### src/rtl/als_spi_reader.sv
// SPI master for the ambient-light sensor: one 16-bit read frame per sample period.
// The middle byte becomes the light level; any nonzero framing nibble raises frame_err.
module als_spi_reader #(
    parameter int CLK_DIV       = 4,
    parameter int NCS_SETUP     = 2,
    parameter int SAMPLE_PERIOD = 1000
) (
    input  logic       clk,
    input  logic       rst_n,
    input  logic       en,
    input  logic       sdo,
    output logic       ncs,
    output logic       sck,
    output logic [7:0] data,
    output logic       data_valid,
    output logic       frame_err
);

    localparam int PER_W   = $clog2(SAMPLE_PERIOD + 1);
    localparam int DIV_MAX = (CLK_DIV > NCS_SETUP) ? CLK_DIV : NCS_SETUP;
    localparam int DIV_W   = $clog2(DIV_MAX + 1);

    localparam logic [PER_W-1:0] PER_LAST   = PER_W'(SAMPLE_PERIOD - 1);
    localparam logic [DIV_W-1:0] DIV_LAST   = DIV_W'(CLK_DIV - 1);
    localparam logic [DIV_W-1:0] SETUP_LAST = DIV_W'(NCS_SETUP - 1);

    typedef enum logic [1:0] {
        IDLE,
        SETUP,
        SHIFT,
        DONE
    } state_t;

    state_t           state_q, state_d;
    logic [PER_W-1:0] per_q, per_d;
    logic [DIV_W-1:0] div_q, div_d;
    logic [4:0]       bit_q, bit_d;
    logic [15:0]      frame_q, frame_d;
    logic             ncs_q, ncs_d;
    logic             sck_q, sck_d;
    logic [7:0]       data_q, data_d;
    logic             valid_q, valid_d;
    logic             err_q, err_d;
    logic             tick;

    always_comb begin
        state_d = state_q;
        div_d   = div_q;
        bit_d   = bit_q;
        frame_d = frame_q;
        ncs_d   = ncs_q;
        sck_d   = sck_q;
        data_d  = data_q;
        valid_d = 1'b0;
        err_d   = err_q;

        // The period counter free-runs regardless of the frame state.
        tick  = (per_q == PER_LAST);
        per_d = tick ? '0 : per_q + PER_W'(1);

        case (state_q)
            IDLE: begin
                ncs_d = 1'b1;
                sck_d = 1'b1;
                if (tick && en) begin
                    state_d = SETUP;
                    ncs_d   = 1'b0;
                    div_d   = '0;
                end
            end
            SETUP: begin
                if (div_q == SETUP_LAST) begin
                    state_d = SHIFT;
                    sck_d   = 1'b0;
                    frame_d = {frame_q[14:0], sdo};
                    bit_d   = 5'd1;
                    div_d   = '0;
                end else begin
                    div_d = div_q + DIV_W'(1);
                end
            end
            SHIFT: begin
                if (div_q == DIV_LAST) begin
                    div_d = '0;
                    if (!sck_q) begin
                        sck_d = 1'b1;
                    end else if (bit_q == 5'd16) begin
                        // Last high phase finished: close the frame and publish it.
                        state_d = DONE;
                        ncs_d   = 1'b1;
                        data_d  = frame_q[11:4];
                        err_d   = (frame_q[15:12] != 4'd0) || (frame_q[3:0] != 4'd0);
                        valid_d = 1'b1;
                    end else begin
                        sck_d   = 1'b0;
                        frame_d = {frame_q[14:0], sdo};
                        bit_d   = bit_q + 5'd1;
                    end
                end else begin
                    div_d = div_q + DIV_W'(1);
                end
            end
            DONE: begin
                state_d = IDLE;
            end
            default: begin
                state_d = IDLE;
            end
        endcase
    end

    always_ff @(posedge clk) begin
        if (!rst_n) begin
            state_q <= IDLE;
            per_q   <= '0;
            div_q   <= '0;
            bit_q   <= '0;
            frame_q <= '0;
            ncs_q   <= 1'b1;
            sck_q   <= 1'b1;
            data_q  <= '0;
            valid_q <= 1'b0;
            err_q   <= 1'b0;
        end else begin
            state_q <= state_d;
            per_q   <= per_d;
            div_q   <= div_d;
            bit_q   <= bit_d;
            frame_q <= frame_d;
            ncs_q   <= ncs_d;
            sck_q   <= sck_d;
            data_q  <= data_d;
            valid_q <= valid_d;
            err_q   <= err_d;
        end
    end

    assign ncs        = ncs_q;
    assign sck        = sck_q;
    assign data       = data_q;
    assign data_valid = valid_q;
    assign frame_err  = err_q;

endmodule
### config.mk
export PLATFORM = sky130hd
export DESIGN_NAME = als_spi_reader
export DESIGN_NICKNAME = d
export VERILOG_FILES = /design/src/rtl/als_spi_reader.sv
export SDC_FILE = /design/constraint.sdc
export NUM_CORES = 1
export LEC_CHECK = 0
export BUFFER_PORTS_ARGS = -buffer_cell sky130_fd_sc_hd__buf_2
export CORE_MARGIN = 5
export CORE_UTILIZATION = 45
export CTS_CLUSTER_SIZE = 40
export DETAILED_ROUTE_END_ITERATION = 8
export GPL_TIMING_DRIVEN = 0
export PLACE_DENSITY = 0.67
export SLEW_MARGIN = 10
export SYNTH_ARGS = -nofsm -noshare
export SYNTH_HDL_FRONTEND = slang
export SYNTH_SLANG_ARGS = --single-unit
export TNS_END_PERCENT = 10
### constraint.sdc
create_clock -name clk -period 3.2 [get_ports clk]
set_input_delay 0.16 -clock clk [delete_from_list [all_inputs] [get_ports clk]]
set_output_delay 0.16 -clock clk [all_outputs]
set_load 0.01 [all_outputs]
==> qor.yml <==
floorplan:
  core_region_area_um2: 4720
  initial_utilization_pct: 46.3
  die_area_um2: 6350
  number_of_rows_in_the_core_area: 25
  pin_count: 16
  dieHeight_um: 79.7
  floorplan.die.width_um: 79.7
sta:
  timing.final.ws_setup_ps: 1240
  period_share_pct: 61.4
  slew_headroom_pct: 66.1
  maxSlewViolCount: 0
  timing_worst_slew_pin_value_ps: 508
  highest_achievable_clock_rate_mhz: 509
  layout_min_cycle_time_ps: 1960
  final-setup-viol-count: 0
  grt_setup_unrepaired: "no"
  totalNegativeSetupSlack_ps: 0
  timing_hold_violations_final: 0
  layout_skew_ps: 8.70
setup_path:
  timing.critical_path.buf_inv: 2
  crit_slowest_cell: "sky130_fd_sc_hd__dfxtp_1"
  worst_r2r_path_depth: 7
  critical_path.top_delay_family: "compound AO/OA/AOI/OAI gates"
  critical_path.endpoint_type: "register"
  crit_type: "register to register"
  regToRegStartpoint: "div_q[0]$_SDFFE_PN0P_"
  crit_path_cell_trace: "ha_1 > ha_1 > inv_1 > a22o_1 > clkbuf_1 > o21ai_0 > o311ai_1"
  timing.critical_path.required_ps: 3350
  worst-r2r-setup-slack_ps: 1240
  critical_path.max_stage_delay_ps: 390
  path_common_cell: "sky130_fd_sc_hd__ha_1"
  crit_arrival_ps: 2120
  crit_path_max_fanout: 10
  r2r-end: "sck$_SDFFE_PN1P_"
  crit_start_category: "register"
power:
  report.power.total_uw: 961
  power.leakage_nw: 0.867
  internal_power_uw: 754
  sw_frac_of_total_pct: 21.5
  seqPwrFrac_pct: 62.7
  gate_power_share_pct: 2.1
  maximum_vdd_drop_v: 0.000233
  p_clk_share_pct: 35.1
  power_density_nw_per_um2: 397
  p_sw_uw: 207
route:
  via_count: 1803
  wl_um: 4310
  routed_wire_length_per_instance_um: 12.7
  antenna_left: 0
  viasPerCell: 5.30
  drtIter0Drc: 121
  detail_route.first_pass.iterations: 4
  post_detailed_route_drc_marker_count: 0
synthesis:
  synth.area.mux_share_pct: 5.04
  synth_adder_area_share_pct: 6.87
  synthesized_area_fraction_occupied_by_and_or_nand_nor_cells_pct: 20.3
  post-synth-top-count-cell: "sky130_fd_sc_hd__dfxtp_1"
  synth-seq-area-share_pct: 44.0
  synth_enable_flop_cells: 0
  synth_commonest_cells: "sky130_fd_sc_hd__dfxtp_1, sky130_fd_sc_hd__nor2_1, sky130_fd_sc_hd__nand3_1"
  total_standard_cell_area_after_synthesis_um2: 2190
  synth.largest_area_cell: "sky130_fd_sc_hd__dfxtp_1"
  number_of_distinct_library_cell_variants_in_the_gate_level_netlist_after_synthesis: 42
  largest_family_of_logic_cells_by_synthesized_area: "simple AND/OR/NAND/NOR gates"
  synth_largest_type_area_fraction_pct: 44.0
  synth_async_sr_flop_share_pct: 0
  yosys_register_bits: 48
  yosys-top-cells-area: "sky130_fd_sc_hd__dfxtp_1, sky130_fd_sc_hd__ha_1, sky130_fd_sc_hd__nand3_1"
  post_synth_inst_count: 251
  ys_dominant_reg_cell: "sky130_fd_sc_hd__dfxtp_1"
  synth.avg_cell_area_um2: 8.71
  synth_xor_area_share_pct: 3.21
  synth_fp_nets: 267
  synthesis.yosys.warnings: 0
  share_of_the_synthesized_area_in_compound_gates_ao_oa_aoi_oai_pct: 15.9
layout:
  fin_nets: 289
  drive_gt1_share_pct: 10.6
  antenna_cells: 0
  area_growth_pct: 10.8
  finish.instance_area_um2: 2420
  filler_cell_count: 472
cts:
  cts_tree: "yes"
  clock_latency_ps: 300
  cts_resized: 0
  htree_levels: 2
  max-clock-path-buffers: 2
  tritoncts.num_buffers: 5
  post-cts-setup-buffers: 0
  clock_tree.root_cell: "sky130_fd_sc_hd__clkbuf_8"
  clk_pin_slew_worst_paths_ps: 80
  cts.hold.buffers_added: 0
  clock_sink_count: 48
global_routing:
  first_global_vias: 1705
  antenna_found_initial: 0
  grt.total_usage_pct: 15.0
  grt_remaining_overflow: 0
  grt_start_max_net_pins: 14
  grt_pass1_wl_um: 7710
job:
  max_cap_viol_count: 0
min_path:
  worstHoldEndpoint: "frame_q[0]$_SDFFE_PN0P_"
  min_path_type: "primary input to register"
  timing.hold.worst_path_depth: 3
  holdCritStartpoint: "sdo"
placement:
  place_worst_setup_slack_ps: 1250
  detailedPlacementHpwl_um: 3010
  io_buffer_count: 15
  placedInstanceArea_um2: 2340
  gpl.final_weighted_congestion: 0.793
status:
  run_status: "completed"
-- power groups by stage --
stage / logic (mW) / registers (mW) / clock network [mW]
after CTS: 0.0208 / 0.603 / 0.348
after detailed placement: 0.0206 / 0.617 / 0
after floorplan: 0.0132 / 0.616 / 0
after global routing: 0.0241 / 0.603 / 0.374
final: 0.0206 / 0.603 / 0.337
after global placement: 0.0206 / 0.617 / 0
-- tightest hold or removal path, cell delays in order --
cell	delay (ps)
sky130_fd_sc_hd__buf_2	100
sky130_fd_sc_hd__nand3_1	60
sky130_fd_sc_hd__a21oi_1	50
-- per-stage QoR --
step           hold slack (ps)  utilization [%]  instances
6_report                   117             51.3        340
5_1_grt                    128             51.3        340
4_1_cts                    110             51.3        340
3_5_place_dp               431             49.6        333
3_3_place_gp               430             49.6        333
2_1_floorplan              308                -        251
-- layout make-up --
class / instances / area (µm²) / area share [%]
tap: 67 / 83.8 / 3.46
inverter: 12 / 45.0 / 1.86
buffer: 14 / 58.8 / 2.43
multi-input combinational: 177 / 1120 / 46.3
clock inverter: 1 / 5.00 / 0.207
clock buffer: 6 / 72.6 / 3.00
sequential: 48 / 961 / 39.7
timing repair buffer: 15 / 75.1 / 3.10
-- worst max path at each step --
stage	startpoint	endpoint	slack, ps	cells after the start
floorplan	state_q[0]$_SDFFE_PN0P_	bit_q[2]$_SDFFE_PN0P_	1510	6
global placement	state_q[0]$_SDFFE_PN0P_	bit_q[3]$_SDFFE_PN0P_	1270	7
detailed placement	div_q[0]$_SDFFE_PN0P_	bit_q[3]$_SDFFE_PN0P_	1250	7
CTS	div_q[0]$_SDFFE_PN0P_	bit_q[3]$_SDFFE_PN0P_	1240	7
global route	div_q[0]$_SDFFE_PN0P_	div_q[1]$_SDFFE_PN0P_	1070	7
finish	div_q[0]$_SDFFE_PN0P_	sck$_SDFFE_PN1P_	1240	7
-- metal layers --
layer	GRT usage (%)	vias to the layer above	wire, µm	share of wire, %
met5	0	-	0	0
met3	4.29	4	206	4.8
met4	5.33	0	40	0.93
li1	-	934	-	-
met1	20.3	829	2120	49
met2	22.8	36	1930	45
-- layout by cell type (no fill, tap or decap), types with 2 or more instances in the layout --
cell	Yosys	routed
sky130_fd_sc_hd__inv_1	12	12
sky130_fd_sc_hd__nand4_1	3	3
sky130_fd_sc_hd__nor4_1	4	4
sky130_fd_sc_hd__mux2i_1	11	11
sky130_fd_sc_hd__nand4bb_1	2	2
sky130_fd_sc_hd__dfxtp_1	48	48
sky130_fd_sc_hd__nor2_1	25	25
sky130_fd_sc_hd__ha_1	12	12
sky130_fd_sc_hd__o21ai_1	10	10
sky130_fd_sc_hd__clkbuf_8	0	5
sky130_fd_sc_hd__nand2_1	18	18
sky130_fd_sc_hd__nand3_1	24	24
sky130_fd_sc_hd__nor3_1	4	4
sky130_fd_sc_hd__buf_2	4	19
sky130_fd_sc_hd__o31ai_1	2	2
sky130_fd_sc_hd__a31oi_1	2	2
sky130_fd_sc_hd__a41o_1	2	2
sky130_fd_sc_hd__nand4b_1	2	2
sky130_fd_sc_hd__xnor2_1	6	6
sky130_fd_sc_hd__a21oi_1	19	19
sky130_fd_sc_hd__xor2_1	2	2
sky130_fd_sc_hd__clkbuf_1	9	10
sky130_fd_sc_hd__o21ai_0	10	10
-- kinds of logic after synthesis --
| logic type | after synthesis |
|---|---|
| AND/OR/NAND/NOR | 89 |
| AO/OA/AOI/OAI | 57 |
| flip-flops | 48 |
| buffers and inverters | 26 |
| adder cells (fa/ha/maj) | 12 |
| multiplexers | 11 |
| XOR/XNOR | 8 |
-- state kept, by name, summed over array words and instances, names as in the netlist --
register	count
frame_err	1
frame_q	16
state_q	2
ncs	1
bit_q	5
sck	1
div_q	3
per_q	10
data	8
data_valid	1
(Power assumes the default switching activity.)
